<file path="src/rtl/uart_tx_mmio.sv">
// uart_tx_mmio: memory-mapped UART transmitter for the UART word slot.
// A plain store enqueues WD[7:0] into a small TX FIFO. A store with
// WD[31] set is a control write that clears the sticky overflow flag.
// A shifter drains the FIFO and sends each byte LSB first on tx.
// RD is a status word built from registered state only.
// Optional feature: define UART_TX_PARITY_EN to insert an even-parity
// bit after the data bits (8E1). The default build sends 8N1.
module uart_tx_mmio #(
  parameter int unsigned Width        = 32,
  parameter int unsigned CLKS_PER_BIT = 868,
  parameter int unsigned FIFO_DEPTH   = 4
) (
  input  logic             clk,
  input  logic             reset,
  input  logic             WE1,
  input  logic [Width-1:0] WD,
  output logic [Width-1:0] RD,
  output logic             tx
);

  localparam int unsigned AW = (FIFO_DEPTH > 1) ? $clog2(FIFO_DEPTH) : 1;
  localparam int unsigned CW = $clog2(FIFO_DEPTH + 1);
  localparam int unsigned BW = (CLKS_PER_BIT > 1) ? $clog2(CLKS_PER_BIT) : 1;

`ifdef UART_TX_PARITY_EN
  typedef enum logic [2:0] {
    S_IDLE,
    S_START,
    S_DATA,
    S_PARITY,
    S_STOP
  } state_t;
`else
  typedef enum logic [2:0] {
    S_IDLE,
    S_START,
    S_DATA,
    S_STOP
  } state_t;
`endif

  // FSM and shifter state
  state_t         r_state;
  state_t         w_state_nxt;
  logic [BW-1:0]  r_baud;
  logic [2:0]     r_bit_idx;
  logic [7:0]     r_shift;
  logic           r_tx;
  logic           w_tx_nxt;
`ifdef UART_TX_PARITY_EN
  logic           r_parity;
`endif

  // FIFO state
  logic [7:0]     r_mem [FIFO_DEPTH];
  logic [AW-1:0]  r_wr_ptr;
  logic [AW-1:0]  r_rd_ptr;
  logic [CW-1:0]  r_count;
  logic           r_ovf;

  // Decoded bus and handshake signals
  logic           w_full;
  logic           w_empty;
  logic           w_data_wr;
  logic           w_ctrl_wr;
  logic           w_push;
  logic           w_pop;
  logic           w_tick;
  logic [2:0]     w_cnt3;
  logic           w_unused_wd;

  assign w_full    = (r_count == CW'(FIFO_DEPTH));
  assign w_empty   = (r_count == '0);
  assign w_data_wr = WE1 & ~WD[31];
  assign w_ctrl_wr = WE1 & WD[31];
  // The full flag is taken from the pre-edge count. A store into a full
  // FIFO is dropped even if the shifter pops in the same cycle.
  assign w_push    = w_data_wr & ~w_full;
  assign w_pop     = (r_state == S_IDLE) & ~w_empty;
  assign w_tick    = (r_baud == BW'(CLKS_PER_BIT - 1));
  assign w_cnt3    = 3'(r_count);
  assign w_unused_wd = ^WD[Width-2:8];

  // FIFO storage: the write port is the only writer. No reset is needed
  // because the pointers and count gate every read.
  always_ff @(posedge clk) begin
    if (w_push) begin
      r_mem[r_wr_ptr] <= WD[7:0];
    end
  end

  // FIFO pointers, occupancy and sticky overflow flag
  always_ff @(posedge clk or posedge reset) begin
    if (reset) begin
      r_wr_ptr <= '0;
      r_rd_ptr <= '0;
      r_count  <= '0;
      r_ovf    <= 1'b0;
    end else begin
      if (w_push) begin
        r_wr_ptr <= r_wr_ptr + 1'b1;
      end
      if (w_pop) begin
        r_rd_ptr <= r_rd_ptr + 1'b1;
      end
      if (w_push && !w_pop) begin
        r_count <= r_count + 1'b1;
      end else if (!w_push && w_pop) begin
        r_count <= r_count - 1'b1;
      end
      if (w_ctrl_wr) begin
        r_ovf <= 1'b0;
      end else if (w_data_wr && w_full) begin
        r_ovf <= 1'b1;
      end
    end
  end

  // FSM state register
  always_ff @(posedge clk or posedge reset) begin
    if (reset) begin
      r_state <= S_IDLE;
    end else begin
      r_state <= w_state_nxt;
    end
  end

  // Next-state and line-level decode. tx is registered from this, so the
  // line follows the state by one clock and every bit stays CLKS_PER_BIT wide.
  always_comb begin
    w_state_nxt = r_state;
    w_tx_nxt    = 1'b1;
    case (r_state)
      S_IDLE: begin
        if (!w_empty) begin
          w_state_nxt = S_START;
        end
      end
      S_START: begin
        w_tx_nxt = 1'b0;
        if (w_tick) begin
          w_state_nxt = S_DATA;
        end
      end
      S_DATA: begin
        w_tx_nxt = r_shift[0];
        if (w_tick && (r_bit_idx == 3'd7)) begin
`ifdef UART_TX_PARITY_EN
          w_state_nxt = S_PARITY;
`else
          w_state_nxt = S_STOP;
`endif
        end
      end
`ifdef UART_TX_PARITY_EN
      S_PARITY: begin
        w_tx_nxt = r_parity;
        if (w_tick) begin
          w_state_nxt = S_STOP;
        end
      end
`endif
      S_STOP: begin
        w_tx_nxt = 1'b1;
        if (w_tick) begin
          w_state_nxt = S_IDLE;
        end
      end
      default: begin
        w_state_nxt = S_IDLE;
      end
    endcase
  end

  // Baud counter: it runs only while a frame is active and wraps each bit time
  always_ff @(posedge clk or posedge reset) begin
    if (reset) begin
      r_baud <= '0;
    end else if (r_state == S_IDLE || w_tick) begin
      r_baud <= '0;
    end else begin
      r_baud <= r_baud + 1'b1;
    end
  end

  // Shift register, bit index and parity: loaded on pop, advanced per data bit
  always_ff @(posedge clk or posedge reset) begin
    if (reset) begin
      r_shift   <= '0;
      r_bit_idx <= '0;
`ifdef UART_TX_PARITY_EN
      r_parity  <= 1'b0;
`endif
    end else if (w_pop) begin
      r_shift   <= r_mem[r_rd_ptr];
      r_bit_idx <= '0;
`ifdef UART_TX_PARITY_EN
      r_parity  <= ^r_mem[r_rd_ptr];
`endif
    end else if (r_state == S_DATA && w_tick) begin
      r_shift   <= {1'b0, r_shift[7:1]};
      r_bit_idx <= r_bit_idx + 1'b1;
    end
  end

  // Registered serial line: it idles high and reset forces it high at once
  always_ff @(posedge clk or posedge reset) begin
    if (reset) begin
      r_tx <= 1'b1;
    end else begin
      r_tx <= w_tx_nxt;
    end
  end

  assign tx = r_tx;

  // Status word assembled from registered state
  always_comb begin
    RD      = '0;
    RD[0]   = (r_state != S_IDLE);
    RD[1]   = w_full;
    RD[2]   = w_empty;
    RD[3]   = r_ovf;
    RD[6:4] = w_cnt3;
  end

endmodule
</file>
<file path="config.mk">
export PLATFORM = sky130hd
export DESIGN_NAME = uart_tx_mmio
export DESIGN_NICKNAME = d
export VERILOG_FILES = /design/src/rtl/uart_tx_mmio.sv
export SDC_FILE = /design/constraint.sdc
export NUM_CORES = 1
export LEC_CHECK = 0
export CORE_AREA = 2 2 64 97
export CTS_CLUSTER_DIAMETER = 30
export DETAILED_ROUTE_END_ITERATION = 6
export DIE_AREA = 0 0 66 99
export MAX_ROUTING_LAYER = met4
export PLACE_DENSITY_LB_ADDON = 0.05
export SLEW_MARGIN = 30
export SYNTH_ARGS = -nofsm -noshare
export SYNTH_HDL_FRONTEND = slang
export SYNTH_SLANG_ARGS = --single-unit
export TNS_END_PERCENT = 1
</file>
<file path="constraint.sdc">
create_clock -name clk -period 4.9 [get_ports clk]
set_input_delay 1.225 -clock clk [delete_from_list [all_inputs] [get_ports clk]]
set_output_delay 1.225 -clock clk [all_outputs]
set_load 0.02 [all_outputs]
</file>
== Word level (Yosys, flattened, before mapping) ==
Memories as Yosys holds them, arrays and structs flattened.
Cells that the tools add are included.

* Register bits after elaboration: 33
* RAM bits: 32
* Bits of input ports: 35
* Output and inout port bits: 33
* Word-level logic and storage cells: 65
* Memories kept: 1

* Add/sub/neg operators: 6
* Equal/unequal tests: 10
* Muxes and demuxes: 17
* Bitwise operators: 7
* Reductions and logical operators: 15

{| class="wikitable"
|+ Memory list
! memory !! depth !! width !! read ports !! clocked after Yosys merged registers in !! wr ports !! line !! text
|-
| r_mem || 4 || 8 || 1 || 0 || 1 || 55 || <nowiki>logic [7:0] r_mem [FIFO_DEPTH];</nowiki>
|}

{| class="wikitable"
|+ Operators with widths
! cell !! count
|-
| 2-to-1 mux 3 bit || 8
|-
| 2-to-1 mux 8 bit || 2
|-
| case mux 3 bit (4 select lines) || 1
|-
| adder 10 x 1 -> 10 bit, second input constant || 1
|-
| equality test 10 bit, second input constant || 1
|-
| 2-to-1 mux 10 bit || 1
|-
| != test 2 bit, second input constant || 4
|-
| adder 3 x 1 -> 3 bit, second input constant || 2
|-
| equality test 3 x 2 -> 1 bit, second input constant || 2
|-
| equality test 3 bit, second input constant || 2
|-
| zero test 3 bit || 2
|-
| nonzero test 2 bit || 3
|-
| logical AND 1 bit || 5
|-
| adder 2 x 1 -> 2 bit, second input constant || 2
|-
| AND 1 bit || 4
|-
| 2-to-1 mux 1 bit || 4
|-
| AND reduction 4 bit || 1
|-
| equality test 3 x 1 -> 1 bit, second input constant || 1
|-
| inverter 1 bit || 3
|-
| nonzero test 3 bit || 1
|-
| subtractor 3 x 1 -> 3 bit, second input constant || 1
|-
| zero test 1 bit || 2
|-
| case mux 1 bit (2 select lines) || 1
|-
| logical OR 1 bit || 1
|}

== Longest topological paths before layout ==
* Depth after elaboration: 7
* Mapped depth: 12
* Depth with buffers taken out: 11

== Least setup slack after synthesis ==
Ideal clock, no wire load.

* Path type: input to register
* Start point: in WD[31]
* End point: reg r_count[2]
* Library setup time: 80 ps
* Arrival: 2601 ps
* Required time: 4820 ps
* Path slack: 2220 ps
* Stages: 7
* Buffers on the path: 0
* Cell sequence: nor3b_2 ha_1 inv_1 fa_1 xor2_1 nor2_1 xor2_1

* Longest elaborated chain between the ends: 6
* Elaborated cells between the ends (all ways): 8
* Classes of those cells: mux (1); bitwise (3); reduce/logical (4)

{| class="wikitable"
|+ RTL lines
! element !! line !! text
|-
| from (decl) || 16 || <nowiki>input logic [Width-1:0] WD,</nowiki>
|-
| inverter 1 bit (*) || 74 || <nowiki>assign w_data_wr = WE1 & ~WD[31];</nowiki>
|-
| AND 1 bit (*) || 74 ||
|-
| AND 1 bit (*) || 78 || <nowiki>assign w_push = w_data_wr & ~w_full;</nowiki>
|-
| zero test 1 bit || 108 || <nowiki>end else if (!w_push && w_pop) begin</nowiki>
|-
| logical AND 1 bit || 108 ||
|-
| nonzero test 2 bit (no line) || - ||
|-
| to (signal assigned) || 107 || <nowiki>r_count <= r_count + 1'b1;</nowiki>
|-
| to (signal assigned) || 109 || <nowiki>r_count <= r_count - 1'b1;</nowiki>
|-
| to (decl) || 58 || <nowiki>logic [CW-1:0] r_count;</nowiki>
|}

Every way passes the cells marked *; elsewhere a longest branch is shown, timed or not.
A chain may end at the register's enable or synchronous reset.

== Worst setup path in the final report ==
* Start point: reg r_count[0]
* End point: out RD[1]

* Longest elaborated chain between the ends: 1

{| class="wikitable"
|+ RTL lines
! element !! line !! text
|-
| equality test 3 bit || 72 || <nowiki>assign w_full = (r_count == CW'(FIFO_DEPTH));</nowiki>
|-
| to (decl) || 17 || <nowiki>output logic [Width-1:0] RD,</nowiki>
|}

Every way passes these cells.

==> metrics.md <==
| Metric | Value |
|---|---|
| GR met2 Demand/Resource | 0.301 |
| Count leader, synth | edfxtp_1 |
| Root buf cell | clkbuf_8 |
| IO Count | between 60 and 70 |
| Hold path start | r_baud[0]$_DFF_PP0_ |
| Largest net degree at the start of global routing | 33 |
| Reg2reg end | r_count[1]$_DFFE_PP0P_ |
| Crit path launch | r_count[0]$_DFFE_PP0P_ |
| Core area | roughly 0.0057 mm² |
| Cell taking the most area after synthesis | edfxtp_1 |
| CTS tree | done |
| Clock sinks | 64 |
| Slew HR | 0.432 |
| Cell area after synthesis | around 0.003 mm² |
| Area growth, synth to finish | 11.2% |
| Post-DP HPWL | 3500 µm |
| Initial DRT Pass Iterations | 4 |
| F_max | 0.326 GHz |
| Total Wirelength | about 4800 µm |
| Global Route met1 Usage | 0.169 |
| Seq pwr share | 0.435 |
| Net Sw Power | between 0.6 and 0.7 mW |
| Min cycle time layout | 3.07 ns |
| Post-synthesis average cell area | 13.5 µm² |
| Core Rows | 34 |
| Initial antenna violation count | 0 |
| Die Wd | 66 µm |
| Via density | approximately 4.9 |
| Pint | roughly 1.3 mW |
| Worst skew pair latency | 0.33 ns |
| Final Cell Area | approximately 0.0033 mm² |
| Leakage | 1.34 nW |
| TNS Setup | 0 ns |
| Ys Warns | 0 |
| Layout cell share with drive strength beyond 1 | 0.121 |
| Layout Skew | 0.0104 ns |
| Min-Delay Path Class | flop to flop |
| Clock power share | 0.254 |
| Post-DRT Antenna Nets | 0 |
| Post-DP Area | about 0.0031 mm² |
| Met3 Resource Use GR | 0.0479 |
| Max-Cap Viols | 0 |
| Worst flop-to-flop path startpoint | r_state[0]$_DFFE_PP0P_ |
| Vias in the first global route | approximately 1700 |
| Worst setup path end | RD[1] |
| Grt ovf | 0 |
| Final Hold Viols | 0 |
| Synth cell count leaders | edfxtp_1, dfrtp_1, buf_4, nor2_1, ha_1 |
| Max VDD drop | about 0.29 mV |
| Global-route wire length before repair | just under 8000 µm |
| Post-synthesis register bit count | between 60 and 70 |
| FF-to-FF setup slack | 1.88 ns |
| Die height | just under 100 µm |
| Starting Density | 0.528 |
| Post-CTS setup buffers | 0 |
| H-tree depth | 3 |
| Ant. Diodes | 0 |
| Cts hold-fix bufs | 0 |
| DR DRC count | 0 |
| Vias after detailed routing | about 1600 |
| Worst Path Required | approximately 3.7 ns |
| Post-CTS resize count | 0 |
| Top-area cell type share of the netlist area | 0.319 |
| GR peak layer | met2 |
| Most area-consuming cells after synthesis | edfxtp_1, dfrtp_1, buf_4 |
| GPL Wtd Cong | between 0.7 and 0.8 |
| Critical path launch point type | flop |
| Critical path peak fanout | 5 |
| Initial drt markers | 90 |
| Area of the die | 0.00653 mm² |
| DR WL/cell | around 15 µm |
| Switching Share | 0.327 |
| Arr. time, crit path | around 1.8 ns |
| CTS Buf Count | 9 |
| Library cells used by synthesis | 37 |
| Mapped Cells | 222 |
| Total power | between 1.5 and 2 mW |
| R2R cell count | 9 |
| Asr flop ratio synth | 0.500 |
| # setup viols final | 0 |
| Worst-path clk slew | ~0.07 ns |
| Fill cells | about 500 |
| Core Util, Final | 0.587 |
| Slew Limit Fails | 0 |
| Register area share after synthesis | 0.586 |
| Final #Nets | 291 |
| EDFF count, synth | 32 |
| Crit end category | output port |
| Slew @ Worst Pin | approximately 0.85 ns |
| RSZ-0062 raised after global routing | no |
| I/O Buffers | 19 |
| Gate power share | 0.311 |
| Total GRT Usage | 0.170 |
| Cell Pwr Density | ~560 mW/mm² |
| Clock Path Buffers | 2 |
| Status | finished, final reports clean |
| Primary FF master, synth | edfxtp_1 |
| Worst setup path class | flop to output port |
| Final worst-path cycle share | 0.626 |
layer usage:
layer | vias to the layer above | wire (µm)
met5 | - | 0
met4 | 0 | 65
met3 | 5 | 128
met2 | 21 | 2870
met1 | 793 | 1690
li1 | 761 | -
layout make-up:
| type | count | area, µm² | share of cell area |
|---|---|---|---|
| Inverter | 10 | 37.5 | 0.0112 |
| Clock inverter | 7 | 86.3 | 0.0258 |
| Timing Repair Buffer | 20 | 198 | 0.0591 |
| Multi-Input combinational cell | 138 | 1050 | 0.313 |
| Sequential cell | 64 | 1760 | 0.527 |
| Tap cell | 72 | 90.1 | 0.0269 |
| Clock buffer | 9 | 124 | 0.0370 |
cell usage in the layout, fill, tap and decap left out, types with 2 or more instances in the layout:
cell,count
edfxtp_1,32
dfrtp_1,31
conb_1,25
nor2_1,23
clkdlybuf4s50_1,19
ha_1,12
a21oi_1,10
inv_1,9
mux2i_1,9
clkbuf_8,9
mux4_2,8
xor2_1,8
xnor2_1,7
nand2_1,7
clkinv_1,4
and2_1,4
nand3_1,3
nor3_1,2
or2_2,2
and3_1,2
nand4_1,2
o21ai_0,2
bufinv_16,2
clkinvlp_4,2
power by group through the flow:
stage	sequential, mW	clock [mW]	combinational [mW]
2_1_floorplan	0.786	0	0.482
3_3_place_gp	0.818	0	0.557
3_5_place_dp	0.827	0	0.588
4_1_cts	0.815	0.486	0.590
5_1_grt	0.832	0.507	0.646
6_report	0.813	0.476	0.581
sequential cells by signal, summed over array words and instances (netlist names):
name and cells:
tx 1, r_state 2, r_count 3, r_wr_ptr 2
r_ovf 1, r_rd_ptr 2, r_bit_idx 3, r_mem 32
r_shift 8, r_baud 10
how the worst min path moves through the flow:
| stage | slack, ns | cells past startpoint | end |
|---|---|---|---|
| detailed placement | 0.50 | 1 | r_baud[0]$_DFF_PP0_ |
| finish | 0.52 | 1 | r_baud[0]$_DFF_PP0_ |
| floorplan | 0.45 | 1 | r_baud[0]$_DFF_PP0_ |
| CTS | 0.51 | 1 | r_baud[0]$_DFF_PP0_ |
| global route | 0.54 | 1 | r_baud[0]$_DFF_PP0_ |
| global placement | 0.47 | 1 | r_baud[0]$_DFF_PP0_ |
critical path: stages (launching register included):
cell and delay (ns):
dfrtp_1 0.45, nor3b_1 0.37, clkdlybuf4s50_1 0.68
cells by family (layout without fill, tap and decap cells):
group	count (synthesis)	in the layout	share of synthesized area
AO/OA/AOI/OAI	14	14	0.0258
XOR/XNOR	15	15	0.0437
adder cells (fa/ha/maj)	13	13	0.0566
buffers and inverters	44	46	0.0961
flip-flops	64	64	0.586
multiplexers	19	19	0.0973
other	1	25	0.00125
AND/OR/NAND/NOR	52	52	0.0932
through the flow:
step | setup WS (ns) | cells | hold WS, ns
global route | 1.64 | 320 | 0.542
detailed placement | 1.53 | 304 | 0.505
finish | 1.83 | 320 | 0.516
global placement | 1.62 | 304 | 0.465
floorplan | 2.22 | 246 | 0.447
CTS | 1.80 | 320 | 0.514
Power figures use the tool's default switching activity.
